**src/rtl/regfile_alu_sequencer_if.sv**
```systemverilog
// Instruction handshake plus register-file bus for regfile_alu_sequencer.
// The master side is the sequencer (it masters the register file); the slave side
// is the surrounding logic: instruction source and register file.
interface regfile_alu_sequencer_if #(
    parameter int unsigned DATA_WIDTH = 16,
    parameter int unsigned ADDR_WIDTH = 6
);
    logic                  InstrValid;
    logic                  InstrReady;
    logic [1:0]            Opcode;
    logic [ADDR_WIDTH-1:0] DestAddr;
    logic [ADDR_WIDTH-1:0] SrcAddr;
    logic [ADDR_WIDTH-1:0] RF_AddressA;
    logic [ADDR_WIDTH-1:0] RF_AddressB;
    logic [DATA_WIDTH-1:0] RF_WriteData;
    logic                  RF_WriteEnable;
    logic [DATA_WIDTH-1:0] RF_ReadDataA;
    logic [DATA_WIDTH-1:0] RF_ReadDataB;
    logic                  Done;
    logic [DATA_WIDTH-1:0] Result;

    modport master (
        input  InstrValid, Opcode, DestAddr, SrcAddr, RF_ReadDataA, RF_ReadDataB,
        output InstrReady, RF_AddressA, RF_AddressB, RF_WriteData, RF_WriteEnable,
               Done, Result
    );

    modport slave (
        output InstrValid, Opcode, DestAddr, SrcAddr, RF_ReadDataA, RF_ReadDataB,
        input  InstrReady, RF_AddressA, RF_AddressB, RF_WriteData, RF_WriteEnable,
               Done, Result
    );
endinterface

```
**src/rtl/regfile_alu_sequencer.sv**
```systemverilog
// Multi-cycle sequencer owning both register-file ports. Executes one
// Dest <= Dest op Src instruction (ADD/SUB/MUL/MOV) per handshake:
// IDLE -> READ -> EXEC (1 cycle, or DATA_WIDTH cycles of shift-add for MUL) -> WRITE.
module regfile_alu_sequencer #(
    parameter int unsigned DATA_WIDTH = 16,
    parameter int unsigned ADDR_WIDTH = 6
) (
    input logic                     Clock,
    input logic                     nReset,
    regfile_alu_sequencer_if.master bus
);
    localparam logic [1:0] OpAdd = 2'b00;
    localparam logic [1:0] OpSub = 2'b01;
    localparam logic [1:0] OpMul = 2'b10;
    localparam logic [1:0] OpMov = 2'b11;

    localparam int unsigned CntW = (DATA_WIDTH > 1) ? $clog2(DATA_WIDTH) : 1;
    localparam logic [CntW-1:0] CntLast = CntW'(DATA_WIDTH - 1);

    typedef enum logic [1:0] {StIdle, StRead, StExec, StWrite} state_e;

    state_e                r_state;
    state_e                w_state_next;
    logic [1:0]            r_op;
    logic [ADDR_WIDTH-1:0] r_addr_a;
    logic [ADDR_WIDTH-1:0] r_addr_b;
    logic [DATA_WIDTH-1:0] r_opa;
    logic [DATA_WIDTH-1:0] r_opb;
    logic [DATA_WIDTH-1:0] r_acc;
    logic [CntW-1:0]       r_cnt;
    logic [DATA_WIDTH-1:0] r_wdata;
    logic [DATA_WIDTH-1:0] r_result;
    logic [DATA_WIDTH-1:0] w_acc_next;
    logic [DATA_WIDTH-1:0] w_alu;
    logic                  w_accept;
    logic                  w_mul_last;

    assign w_accept   = (r_state == StIdle) && bus.InstrValid;
    assign w_mul_last = (r_cnt == CntLast);
    // One shift-add step: add the multiplicand when the current multiplier bit is set.
    assign w_acc_next = r_opb[0] ? (r_acc + r_opa) : r_acc;

    // Single-cycle ALU result; for MUL this is the final accumulation step.
    always_comb begin
        w_alu = '0;
        unique case (r_op)
            OpAdd: w_alu = r_opa + r_opb;
            OpSub: w_alu = r_opa - r_opb;
            OpMul: w_alu = w_acc_next;
            OpMov: w_alu = r_opb;
        endcase
    end

    // State register; async reset aborts any instruction in flight.
    always_ff @(posedge Clock or negedge nReset) begin
        if (!nReset) begin
            r_state <= StIdle;
        end else begin
            r_state <= w_state_next;
        end
    end

    // Next-state logic.
    always_comb begin
        w_state_next = r_state;
        unique case (r_state)
            StIdle:  if (bus.InstrValid) w_state_next = StRead;
            StRead:  w_state_next = StExec;
            StExec:  if (r_op != OpMul || w_mul_last) w_state_next = StWrite;
            StWrite: w_state_next = StIdle;
        endcase
    end

    // Datapath: latch instruction, capture operands, iterate MUL, hold result.
    always_ff @(posedge Clock or negedge nReset) begin
        if (!nReset) begin
            r_op     <= OpAdd;
            r_addr_a <= '0;
            r_addr_b <= '0;
            r_opa    <= '0;
            r_opb    <= '0;
            r_acc    <= '0;
            r_cnt    <= '0;
            r_wdata  <= '0;
            r_result <= '0;
        end else begin
            unique case (r_state)
                StIdle: begin
                    if (w_accept) begin
                        r_op     <= bus.Opcode;
                        r_addr_a <= bus.DestAddr;
                        r_addr_b <= bus.SrcAddr;
                    end
                end
                StRead: begin
                    r_opa <= bus.RF_ReadDataA;
                    r_opb <= bus.RF_ReadDataB;
                    r_acc <= '0;
                    r_cnt <= '0;
                end
                StExec: begin
                    if (r_op == OpMul) begin
                        r_acc <= w_acc_next;
                        r_opa <= r_opa << 1;
                        r_opb <= r_opb >> 1;
                        r_cnt <= r_cnt + CntW'(1);
                        if (w_mul_last) r_wdata <= w_alu;
                    end else begin
                        r_wdata <= w_alu;
                    end
                end
                StWrite: begin
                    r_result <= r_wdata;
                end
            endcase
        end
    end

    // Outputs decoded from state so reset drops WriteEnable/Done immediately.
    always_comb begin
        bus.InstrReady     = (r_state == StIdle);
        bus.RF_WriteEnable = (r_state == StWrite);
        bus.Done           = (r_state == StWrite);
        bus.RF_AddressA    = r_addr_a;
        bus.RF_AddressB    = r_addr_b;
        bus.RF_WriteData   = r_wdata;
        bus.Result         = r_result;
    end
endmodule

```
**src/flat_wrapper.sv**
```systemverilog
// flat-port wrapper written by rule: the top's interface ports become plain ports
module regfile_alu_sequencer_flat 
#(
    parameter int unsigned DATA_WIDTH = 16,
    parameter int unsigned ADDR_WIDTH = 6
)
  (Clock, nReset, bus_InstrValid, bus_Opcode, bus_DestAddr, bus_SrcAddr, bus_RF_ReadDataA, bus_RF_ReadDataB, bus_InstrReady, bus_RF_AddressA, bus_RF_AddressB, bus_RF_WriteData, bus_RF_WriteEnable, bus_Done, bus_Result);
  regfile_alu_sequencer_if #(.DATA_WIDTH(DATA_WIDTH), .ADDR_WIDTH(ADDR_WIDTH)) bus_i ();
  input logic Clock;
  input logic nReset;
  input wire logic [$bits(bus_i.InstrValid)-1:0] bus_InstrValid;
  input wire logic [$bits(bus_i.Opcode)-1:0] bus_Opcode;
  input wire logic [$bits(bus_i.DestAddr)-1:0] bus_DestAddr;
  input wire logic [$bits(bus_i.SrcAddr)-1:0] bus_SrcAddr;
  input wire logic [$bits(bus_i.RF_ReadDataA)-1:0] bus_RF_ReadDataA;
  input wire logic [$bits(bus_i.RF_ReadDataB)-1:0] bus_RF_ReadDataB;
  output wire logic [$bits(bus_i.InstrReady)-1:0] bus_InstrReady;
  output wire logic [$bits(bus_i.RF_AddressA)-1:0] bus_RF_AddressA;
  output wire logic [$bits(bus_i.RF_AddressB)-1:0] bus_RF_AddressB;
  output wire logic [$bits(bus_i.RF_WriteData)-1:0] bus_RF_WriteData;
  output wire logic [$bits(bus_i.RF_WriteEnable)-1:0] bus_RF_WriteEnable;
  output wire logic [$bits(bus_i.Done)-1:0] bus_Done;
  output wire logic [$bits(bus_i.Result)-1:0] bus_Result;
  assign bus_i.InstrValid = bus_InstrValid;
  assign bus_i.Opcode = bus_Opcode;
  assign bus_i.DestAddr = bus_DestAddr;
  assign bus_i.SrcAddr = bus_SrcAddr;
  assign bus_i.RF_ReadDataA = bus_RF_ReadDataA;
  assign bus_i.RF_ReadDataB = bus_RF_ReadDataB;
  assign bus_InstrReady = bus_i.InstrReady;
  assign bus_RF_AddressA = bus_i.RF_AddressA;
  assign bus_RF_AddressB = bus_i.RF_AddressB;
  assign bus_RF_WriteData = bus_i.RF_WriteData;
  assign bus_RF_WriteEnable = bus_i.RF_WriteEnable;
  assign bus_Done = bus_i.Done;
  assign bus_Result = bus_i.Result;
  regfile_alu_sequencer #(.DATA_WIDTH(DATA_WIDTH), .ADDR_WIDTH(ADDR_WIDTH)) u_core (.Clock(Clock), .nReset(nReset), .bus(bus_i));
endmodule
```
**config.mk**
```make
export PLATFORM = sky130hd
export DESIGN_NAME = regfile_alu_sequencer_flat
export DESIGN_NICKNAME = d
export VERILOG_FILES = /design/src/rtl/regfile_alu_sequencer_if.sv /design/src/rtl/regfile_alu_sequencer.sv /design/src/flat_wrapper.sv
export SDC_FILE = /design/constraint.sdc
export NUM_CORES = 1
export LEC_CHECK = 0
export ABC_AREA = 1
export BUFFER_PORTS_ARGS = -buffer_cell sky130_fd_sc_hd__buf_2
export CORE_MARGIN = 2
export CORE_UTILIZATION = 60
export CTS_BUF_LIST = sky130_fd_sc_hd__clkbuf_2
export DETAILED_ROUTE_END_ITERATION = 16
export PLACE_DENSITY = 0.92
export SKIP_LAST_GASP = 1
export SYNTH_ARGS = -nofsm -noshare
export SYNTH_HDL_FRONTEND = slang
export SYNTH_SLANG_ARGS = --single-unit
```
**constraint.sdc**
```tcl
create_clock -name Clock -period 3.7 [get_ports Clock]
set_clock_uncertainty 0.1 [all_clocks]
set_input_delay 0.555 -clock Clock [delete_from_list [all_inputs] [get_ports Clock]]
set_output_delay 0.555 -clock Clock [all_outputs]
set_load 0.02 [all_outputs]
```
==> results.ini, run 1 <==
[placed_design]
gp_congestion = 0.937
portBuffers = 95
placed_cell_area_um2 = 7150
hpwl_mm = 13.3

[yosys]
synthDominantAreaCellType = dfrtp_1
synthXorXnorAreaFrac_pct = 3.17
syn_nets = 951
synth_compound_area_share_pct = 13.5
yosysWarnings = 0
synthTopCellsByArea = dfrtp_1, nand2_1, ha_1
seq_area_frac_synth_pct = 37.8
synthSimpleGateAreaFrac_pct = 24.9
synth_top_family_by_area = simple AND/OR/NAND/NOR gates
netlist_instances = 864
synth.distinct_cells = 46
syn_avg_cell_area_um2 = 7.67
synth_mux_area_share_pct = 4.74
synth_fa_ha_area_share_pct = 7.40
ys_ff_latch = 100
synth_top_cell_area_share_pct = 37.8
syn_area_um2 = 6630

[detailed_routing]
drcViolationCount = 0
avgViaCountPerCell = 5.72
finalWirelength_mm = 17.3
antenna_left = 0
vias = 6239
drtIter0Drc = 550
wl_per_cell_um = 15.8
drt_first_pass_iters = 6

[clock_network]
insertion_delay_ps = 590
cts_root_buf = clkbuf_2
clock_sinks = 100
numCtsBuffers = 9
cts_tree = built
cts_setup_buffers = 0
h-tree-depth = 3
cts_buffer_depth = 2
cts.clk_slew.worst_paths_ps = 290

[layout]
utilization_pct = 67.4
areaGrowthSynthToFinish_pct = 9.73
layout-drive-gt1-share_pct = 17.6
antennaDiodeCount = 0
nNetsFinal = 1034
final_cell_area_um2 = 7270

[timing]
period_needed_ps = 3240
maxSlewHeadroom_pct = 46.1
tightest_slew_ps = 808
tns_ps = 0
maxSlewViolCount = 0
rsz0062_at_grt = false
min_period_over_period_pct = 87.6
hold_viol = 0
fmax_mhz = 308
setup_viol_count_final = 0

[setup_path]
worst_ep_arrival_time_ps = 3690
path_cells = inv_2 > ha_1 > inv_1 > nor3_2 > nand3_1 > nor3_1 > nor2_1 > nor2_2 > nand2_1 > xor2_1 > ha_1 > nand2_1 > nor3_1 > nand2_1 > nand2_1 > nand3_1 > nand2_1 > nand2_1 > nand3_1 > nand2_1 > inv_1
crit_path_max_fanout = 9
cp-end-kind = register
path_common_cell = nand2_1
cp_slowest_cell = dfrtp_1
worstSetupStartpointType = register
path_class = reg -> reg
critPathRequiredTime_ps = 4150
cpPeakStageDelay_ps = 450
reg2reg_slack_ps = 460

[die]
ios = 96
die_w_um = 109
rows = 38
dieArea_um2 = 11900
start_util_pct = 61.4
core_um2 = 10800
die_y_um = 109

[global_routing]
grt_max_degree = 73
grt.total_usage_pct = 31.0
overflow = 0
grt_pass1_vias = 5887
antenna_found_initial = 0
grt_pass1_wl_mm = 28.5

[outcome]
outcome = complete, no violations

[run]
drv_cap = 0

[min_path]
hold_class = in -> reg

[timing repair]
| item | in CTS | in global routing |
|---|---|---|
| hold buffers | 1 | 0 |
| resized for setup | 0 | 0 |
| hold endpoints to repair | 54 | 0 |
[flip-flops by register name, indices dropped and copies added, names as in the netlist]
register	flops
u_core.bus.RF_AddressB	6
u_core.bus.RF_WriteData	16
u_core.r_cnt	4
u_core.r_opa	16
u_core.r_state	2
u_core.bus.RF_AddressA	6
u_core.bus.Result	16
u_core.r_op	2
u_core.r_opb	16
u_core.r_acc	16
[per-layer routing]
metal	vias to the layer above	part of all wire [%]	wire length, um	track usage [%]
li1	3013	-	-	-
met1	2885	42	7230	41.0
met2	290	46	7920	50.7
met3	51	8.1	1400	4.72
met4	0	4.2	731	13.6
met5	-	0	0	0
[critical path: cells and delay by family, from the launching register on]
kind	cells	cell delay, ps
flip-flops	1	450
buffers and inverters	3	280
AND/OR/NAND/NOR	15	1690
adder cells (fa/ha/maj)	2	560
XOR/XNOR	1	150
[placed cells by master, fill, tap and decap left out, types with 7 or more instances in the layout]
cell,count
ha_1,36
nand3_1,67
buf_2,94
o211ai_1,17
nor2_1,57
xnor2_1,9
mux2_2,27
buf_4,7
clkbuf_2,10
a21oi_1,48
a31oi_1,21
xor2_1,15
o21ai_0,48
nand2_1,227
dfrtp_1,100
inv_1,98
[Yosys cell counts, drive strengths merged]
library cell / n
nor2: 60
xor2: 15
o21bai: 3
o211ai: 17
mux2i: 1
mux2: 27
nand3b: 4
nand2: 232
nand4: 2
o22ai: 2
inv: 103
and2: 2
a21o: 4
xnor2: 9
buf: 26
o21ai: 52
a22o: 1
a21oi: 50
fa: 2
or2: 10
nor4: 1
clkbuf: 4
nor3: 7
dfrtp: 100
ha: 36
a22oi: 2
a31oi: 21
o22a: 1
o31ai: 2
nand3: 68
[path summary, 6_finish.rpt]
check,start,end,cells past startpoint
worst max-delay path,u_core.r_opb[0],u_core.bus.RF_WriteData[15],21
min in group asynchronous,nReset,u_core.r_cnt[2],2
worst min-delay path,bus_RF_ReadDataA[13],u_core.r_opa[13],3
max in group asynchronous,nReset,u_core.bus.Result[14],3
worst max register to register,u_core.r_opb[0],u_core.bus.RF_WriteData[15],21
worst min register to register,u_core.r_cnt[0],u_core.r_cnt[0],1
[kinds of logic (layout without fill, tap and decap cells)]
kind of cell / count (synthesis) / in the layout
flip-flops: 100 / 100
buffers and inverters: 133 / 220
multiplexers: 28 / 28
adder cells (fa/ha/maj): 38 / 38
AO/OA/AOI/OAI: 155 / 155
XOR/XNOR: 24 / 24
AND/OR/NAND/NOR: 386 / 386
[per-stage QoR]
stage,setup slack (ps),instances,hold slack (ps)
floorplan,930,864,159
global placement,738,1075,383
detailed placement,635,1075,390
CTS,539,1091,80.8
global route,103,1091,59.2
finish,457,1091,68.3
[area by class of cell]
type                            instances  area (um^2)
Timing Repair Buffer                  102          533
Tap cell                              140          175
Inverter                              103          387
Sequential cell                       100         2500
Multi-Input combinational cell        631         3560
Clock buffer                           10         50.0
Clock inverter                          5         61.3
Fill cell                             930         3520
Power of run 1 is left out: the tool's default activity adds up to more than one toggle a clock period on the data nets, which glitch-free logic cannot reach.
==> inputs of run 2 (changes only) <==
--- a/config.mk
+++ b/config.mk
@@ -12,6 +12,7 @@
 export CTS_BUF_LIST = sky130_fd_sc_hd__clkbuf_2
 export DETAILED_ROUTE_END_ITERATION = 16
 export PLACE_DENSITY = 0.92
+export RECOVER_POWER = 25
 export SKIP_LAST_GASP = 1
 export SYNTH_ARGS = -nofsm -noshare
 export SYNTH_HDL_FRONTEND = slang
==> run 2 against run 1 <==
  * The flow now finishes with violations (capacitance limit, slew limit)
  * Critical path depth is the same
  * Non-clock buffer count is the same
  * Cell area is essentially flat
  * Highest routed layer unchanged
  * Critical path type unchanged
==> results.ini, run 2 (synthesis gave the netlist of run 1 again) <==
[placed_design]
hpwl_mm = 13.3  ; unchanged
gp_congestion = 0.937  ; unchanged
portBuffers = 95  ; unchanged
place_ws_ps = 635  ; unchanged

[global_routing]
antenna_found_initial = 0  ; unchanged
overflow = 0  ; unchanged
grt.total_usage_pct = 31.0  ; unchanged
grt_pass1_wl_mm = 28.5  ; unchanged
grt_max_degree = 73  ; unchanged
grt_pass1_vias = 5887  ; unchanged

[detailed_routing]
antenna_left = 0  ; unchanged
avgViaCountPerCell = 5.70  ; -0.32%
dr_wl_met2_mm = 7.85  ; -0.82%
top_layer = met4
finalWirelength_mm = 17.2  ; -0.31%
drt_first_pass_iters = 6  ; unchanged
drcViolationCount = 0  ; unchanged
vias = 6219  ; -0.32%
drtIter0Drc = 547  ; -0.55%
wl_per_cell_um = 15.8  ; -0.31%
dr_wl_met3_mm = 1.30  ; -6.9%
drt-met1-wl_mm = 7.32  ; +1.2%

[die]
core_um2 = 10800  ; unchanged
dieArea_um2 = 11900  ; unchanged
die_y_um = 109  ; unchanged
rows = 38  ; unchanged
start_util_pct = 61.4  ; unchanged
die_w_um = 109  ; unchanged
ios = 96  ; unchanged

[setup_path]
worstSetupStartpointType = register
crit_path_max_fanout = 9  ; unchanged
critPathRequiredTime_ps = 4150  ; about the same
worst_ep_arrival_time_ps = 3690  ; about the same
cp-end-kind = register
path_class = reg -> reg

[outcome]
outcome = complete, but fails checks
violations = capacitance limit, slew limit

[clock_network]
clock_sinks = 100  ; unchanged
cts_tree = built
numCtsBuffers = 9  ; unchanged
insertion_delay_ps = 580  ; about the same
h-tree-depth = 3  ; unchanged
cts.clk_slew.worst_paths_ps = 280  ; about the same
cts_setup_buffers = 0  ; unchanged
cts_root_buf = clkbuf_2
cts_buffer_depth = 2  ; unchanged

[timing]
tightest_slew_ps = 1580  ; +774 ps
setup_ws_ps = 459  ; +1.47 ps
rsz0062_at_grt = false
tns_ps = 0  ; unchanged
period_needed_ps = 3240  ; -1.47 ps
fmax_mhz = 309  ; about the same
hold_viol = 0  ; unchanged
min_period_over_period_pct = 87.6  ; about the same
maxSlewViolCount = 65  ; +65
setup_viol_count_final = 0  ; unchanged
maxSlewHeadroom_pct = -5.47  ; -52 points

[layout]
seq_area_um2 = 2500  ; unchanged
nFillCells = 931  ; +0.11%
layout_common_cells = nand2_1, dfrtp_1, inv_1, buf_2, nand3_1
multi_input_area_um2 = 3560  ; unchanged
final_common_cell = nand2_1
antennaDiodeCount = 0  ; unchanged
nNetsFinal = 1034  ; unchanged
layout-drive-gt1-share_pct = 17.5  ; -0.11 points
areaGrowthSynthToFinish_pct = 9.63  ; about the same

[min_path]
hold_class = in -> reg

[run]
drv_cap = 1  ; +1

==> run 2: cell types whose count changed in the layout (fill, tap and decap cells not counted), sizes merged <==
cell / before / now
clkbuf: 10 / 12
buf: 101 / 99
==> run 2: worst paths after layout <==
path                                               endpoint  depth (start not counted)  slack (ps)       startpoint
min in group asynchronous                   u_core.r_cnt[2]                          2         740           nReset
worst min register to register              u_core.r_cnt[0]                          1         430  u_core.r_cnt[0]
max in group asynchronous             u_core.bus.Result[14]                          3        1680           nReset
worst max-delay path            u_core.bus.RF_WriteData[15]                         21         460  u_core.r_opb[0]
worst min-delay path              u_core.bus.RF_AddressA[4]                          2          80  bus_DestAddr[4]
worst max register to register  u_core.bus.RF_WriteData[15]                         21         460  u_core.r_opb[0]
==> run 2: layout make-up <==
class,count,share of cell area (%)
Tap cell,140,2.41
Clock buffer,10,0.689
Timing Repair Buffer,102,7.25
Sequential cell,100,34.5
Multi-Input combinational cell,631,49.0
Inverter,103,5.32
Clock inverter,5,0.844
==> run 2: per-layer routing <==
layer	track usage, %	vias to the layer above
met3	4.72	55
met4	13.6	0
met2	50.7	270
met5	0	-
met1	41.0	2884
li1	-	3010
==> run 2: stage by stage <==
stage	cell area, um^2	hold WS, ps	util [%]	instances
finish	7260	77.6	67.3	1091
global placement	7150	383	66.2	1075
detailed placement	7150	390	66.2	1075
CTS	7270	80.8	67.4	1091
global route	7260	59.2	67.3	1091
floorplan	6630	159	-	864
==> run 2: repair_timing <==
action / in CTS / in global routing
hold endpoints to repair: 54 / 0
gates resized for setup: 0 / 0
endpoints found under the setup margin: 0 / 0
hold buffers: 1 / 0
==> run 2: worst max-delay path, cell delays in order (launching register included) <==
cell and delay (ps):
dfrtp_1 450, inv_2 160, ha_1 180, inv_1 70
nor3_2 180, nand3_1 140, nor3_1 150, nor2_1 90
nor2_2 140, nand2_1 90, xor2_1 150, ha_1 380
nand2_1 140, nor3_1 280, nand2_1 90, nand2_1 70
nand3_1 90, nand2_1 70, nand2_1 40, nand3_1 80
nand2_1 50, inv_1 50
Power of run 2 is left out for the same reason.
==> inputs of run 3 (changes only) <==
--- a/config.mk
+++ b/config.mk
@@ -8,10 +8,9 @@
 export ABC_AREA = 1
 export BUFFER_PORTS_ARGS = -buffer_cell sky130_fd_sc_hd__buf_2
 export CORE_MARGIN = 2
-export CORE_UTILIZATION = 60
-export CTS_BUF_LIST = sky130_fd_sc_hd__clkbuf_2
+export CORE_UTILIZATION = 58
 export DETAILED_ROUTE_END_ITERATION = 16
-export PLACE_DENSITY = 0.92
+export PLACE_DENSITY = 0.9
 export RECOVER_POWER = 25
 export SKIP_LAST_GASP = 1
 export SYNTH_ARGS = -nofsm -noshare
==> run 3 against run 2 <==
  * Critical path type unchanged
  * The flow still finishes with violations (capacitance limit, slew limit)
  * Via count fell by 1.9%
  * Die area rose by 3.3%
  * Maximum frequency rose by 3.9%
  * Setup slack improved by 120 ps
==> results.ini, run 3 (synthesis gave the netlist of run 1 again) <==
[global_routing]
grt.total_usage_pct = 28.5  ; -2.5 points
grt_pass1_wl_mm = 28.2  ; -0.97%
antenna_found_initial = 0  ; unchanged
overflow = 0  ; unchanged
grt_pass1_vias = 5799  ; -1.5%
grt_max_degree = 86  ; +18%

[layout]
areaGrowthSynthToFinish_pct = 12.7
layout_common_cells = nand2_1, dfrtp_1, inv_1, buf_2, nand3_1
final_common_cell = nand2_1
nNetsFinal = 1034  ; unchanged
antennaDiodeCount = 0  ; unchanged
layout-drive-gt1-share_pct = 17.5  ; +0.087 points

[die]
start_util_pct = 58.8  ; -2.6 points
dieArea_um2 = 12300  ; +3.3%
ios = 96  ; unchanged
rows = 39  ; +2.6%
core_um2 = 11300  ; +4.4%
die_y_um = 111  ; +1.6%
die_w_um = 111  ; +1.6%

[setup_path]
reg2reg_to = u_core.bus.RF_WriteData[15]
cp-startpoint = u_core.r_opb[0]
critPathRequiredTime_ps = 3890  ; -260 ps
rr_worst_depth = 21  ; unchanged
worstSetupStartpointType = register
reg2reg_from = u_core.r_opb[0]
cp_slowest_cell = dfrtp_1
path_common_cell = nand2_1
path_delay_family = simple AND/OR/NAND/NOR gates
cp.depth = 21  ; unchanged
worst_ep_arrival_time_ps = 3310  ; -380 ps
endpoint = u_core.bus.RF_WriteData[15]
cp-end-kind = register
crit_buf_inv = 3  ; unchanged
reg2reg_slack_ps = 580  ; +120 ps
crit_path_max_fanout = 9  ; unchanged
path_cells = inv_2 > ha_1 > inv_1 > nor3_2 > nand3_1 > nor3_1 > nor2_1 > nor2_2 > nand2_1 > xor2_1 > ha_1 > nand2_1 > nor3_1 > nand2_1 > nand2_1 > nand3_1 > nand2_1 > nand2_1 > nand3_1 > nand2_1 > inv_1
cpPeakStageDelay_ps = 390  ; -60 ps
path_class = reg -> reg

[timing]
maxSlewHeadroom_pct = -36.9  ; -31 points
period_needed_ps = 3120  ; -123 ps
rsz0062_at_grt = false
maxSlewViolCount = 86  ; +32%
setup_ws_ps = 582  ; +123 ps
tns_ps = 0  ; unchanged
min_period_over_period_pct = 84.3  ; -3.3 points
hold_viol = 0  ; unchanged
tightest_slew_ps = 2050  ; +472 ps
fmax_mhz = 321  ; +3.9%
setup_viol_count_final = 0  ; unchanged

[clock_network]
cts_hold_buf = 0  ; -1
h-tree-depth = 3  ; unchanged
numCtsBuffers = 9  ; unchanged
insertion_delay_ps = 350  ; -230 ps
cts_setup_buffers = 0  ; unchanged
clock_sinks = 100  ; unchanged
cts_root_buf = clkbuf_16
ctsResizeCount = 0  ; unchanged
cts.clk_slew.worst_paths_ps = 70  ; -210 ps
cts_buffer_depth = 2  ; unchanged
cts_tree = built

[detailed_routing]
antenna_left = 0  ; unchanged
drtIter0Drc = 493  ; -9.9%
avgViaCountPerCell = 5.57  ; -2.2%
finalWirelength_mm = 17.3  ; +0.33%
drt_first_pass_iters = 6  ; unchanged
wl_per_cell_um = 15.8  ; about the same
vias = 6103  ; -1.9%
drcViolationCount = 0  ; unchanged

[placed_design]
hpwl_mm = 13.0  ; -2.3%
place_ws_ps = 636  ; +1.39 ps
portBuffers = 95  ; unchanged
gp_congestion = 0.925  ; -1.2%

[outcome]
violations = capacitance limit, slew limit
outcome = complete, but fails checks

[run]
drv_cap = 1  ; unchanged

[min_path]
hold_class = in -> reg

-- run 3: cell types whose count changed in the layout (fill, tap and decap cells not counted) --
cell | before | now
clkinv_4 | 0 | 1
clkbuf_2 | 11 | 1
clkbuf_16 | 0 | 9
clkbuf_8 | 0 | 2
clkinvlp_4 | 3 | 1
dlygate4sd3_1 | 1 | 0
clkbuf_1 | 1 | 2
buf_4 | 5 | 6
-- run 3: worst min-delay path, stage by stage --
cell and delay, ps:
buf_2 80, nand2_1 40, o21ai_0 60
-- run 3: worst min-delay path by stage --
stage | start | end | slack [ps] | cells after the start
after floorplan | nReset | u_core.bus.RF_AddressA[0] | 160 | 0
after global placement | u_core.bus.RF_AddressB[3] | u_core.bus.RF_AddressB[3] | 380 | 1
after detailed placement | u_core.bus.Result[6] | u_core.bus.Result[6] | 390 | 1
after CTS | bus_RF_ReadDataA[0] | u_core.r_opa[0] | 310 | 3
after global routing | bus_RF_ReadDataA[0] | u_core.r_opa[0] | 330 | 3
final | bus_RF_ReadDataA[0] | u_core.r_opa[0] | 310 | 3
-- run 3: cell type report --
cell class                 count  area [um^2]
fill                         929         3810
multi-input combinational    631         3560
sequential                   100         2500
timing repair buffer         102          524
inverter                     103          387
clock buffer                  12          256
tap                          143          179
clock inverter                 4         55.1
-- run 3: layer usage --
metal / track usage, % / share of wire, % / up-vias
li1: - / - / 3013
met2: 47.2 / 47 / 254
met3: 4.98 / 7.8 / 32
met5: 0 / 0 / -
met1: 38.3 / 43 / 2804
met4: 9.33 / 2.6 / 0
-- run 3: per-stage QoR --
step	util, %	instances	cell area, um^2	hold WS [ps]
global placement	63.5	1079	7160	382
CTS	66.3	1095	7470	307
global route	66.2	1095	7460	332
floorplan	-	864	6630	159
finish	66.2	1095	7460	310
detailed placement	63.5	1079	7160	390
Power of run 3 is left out for the same reason.
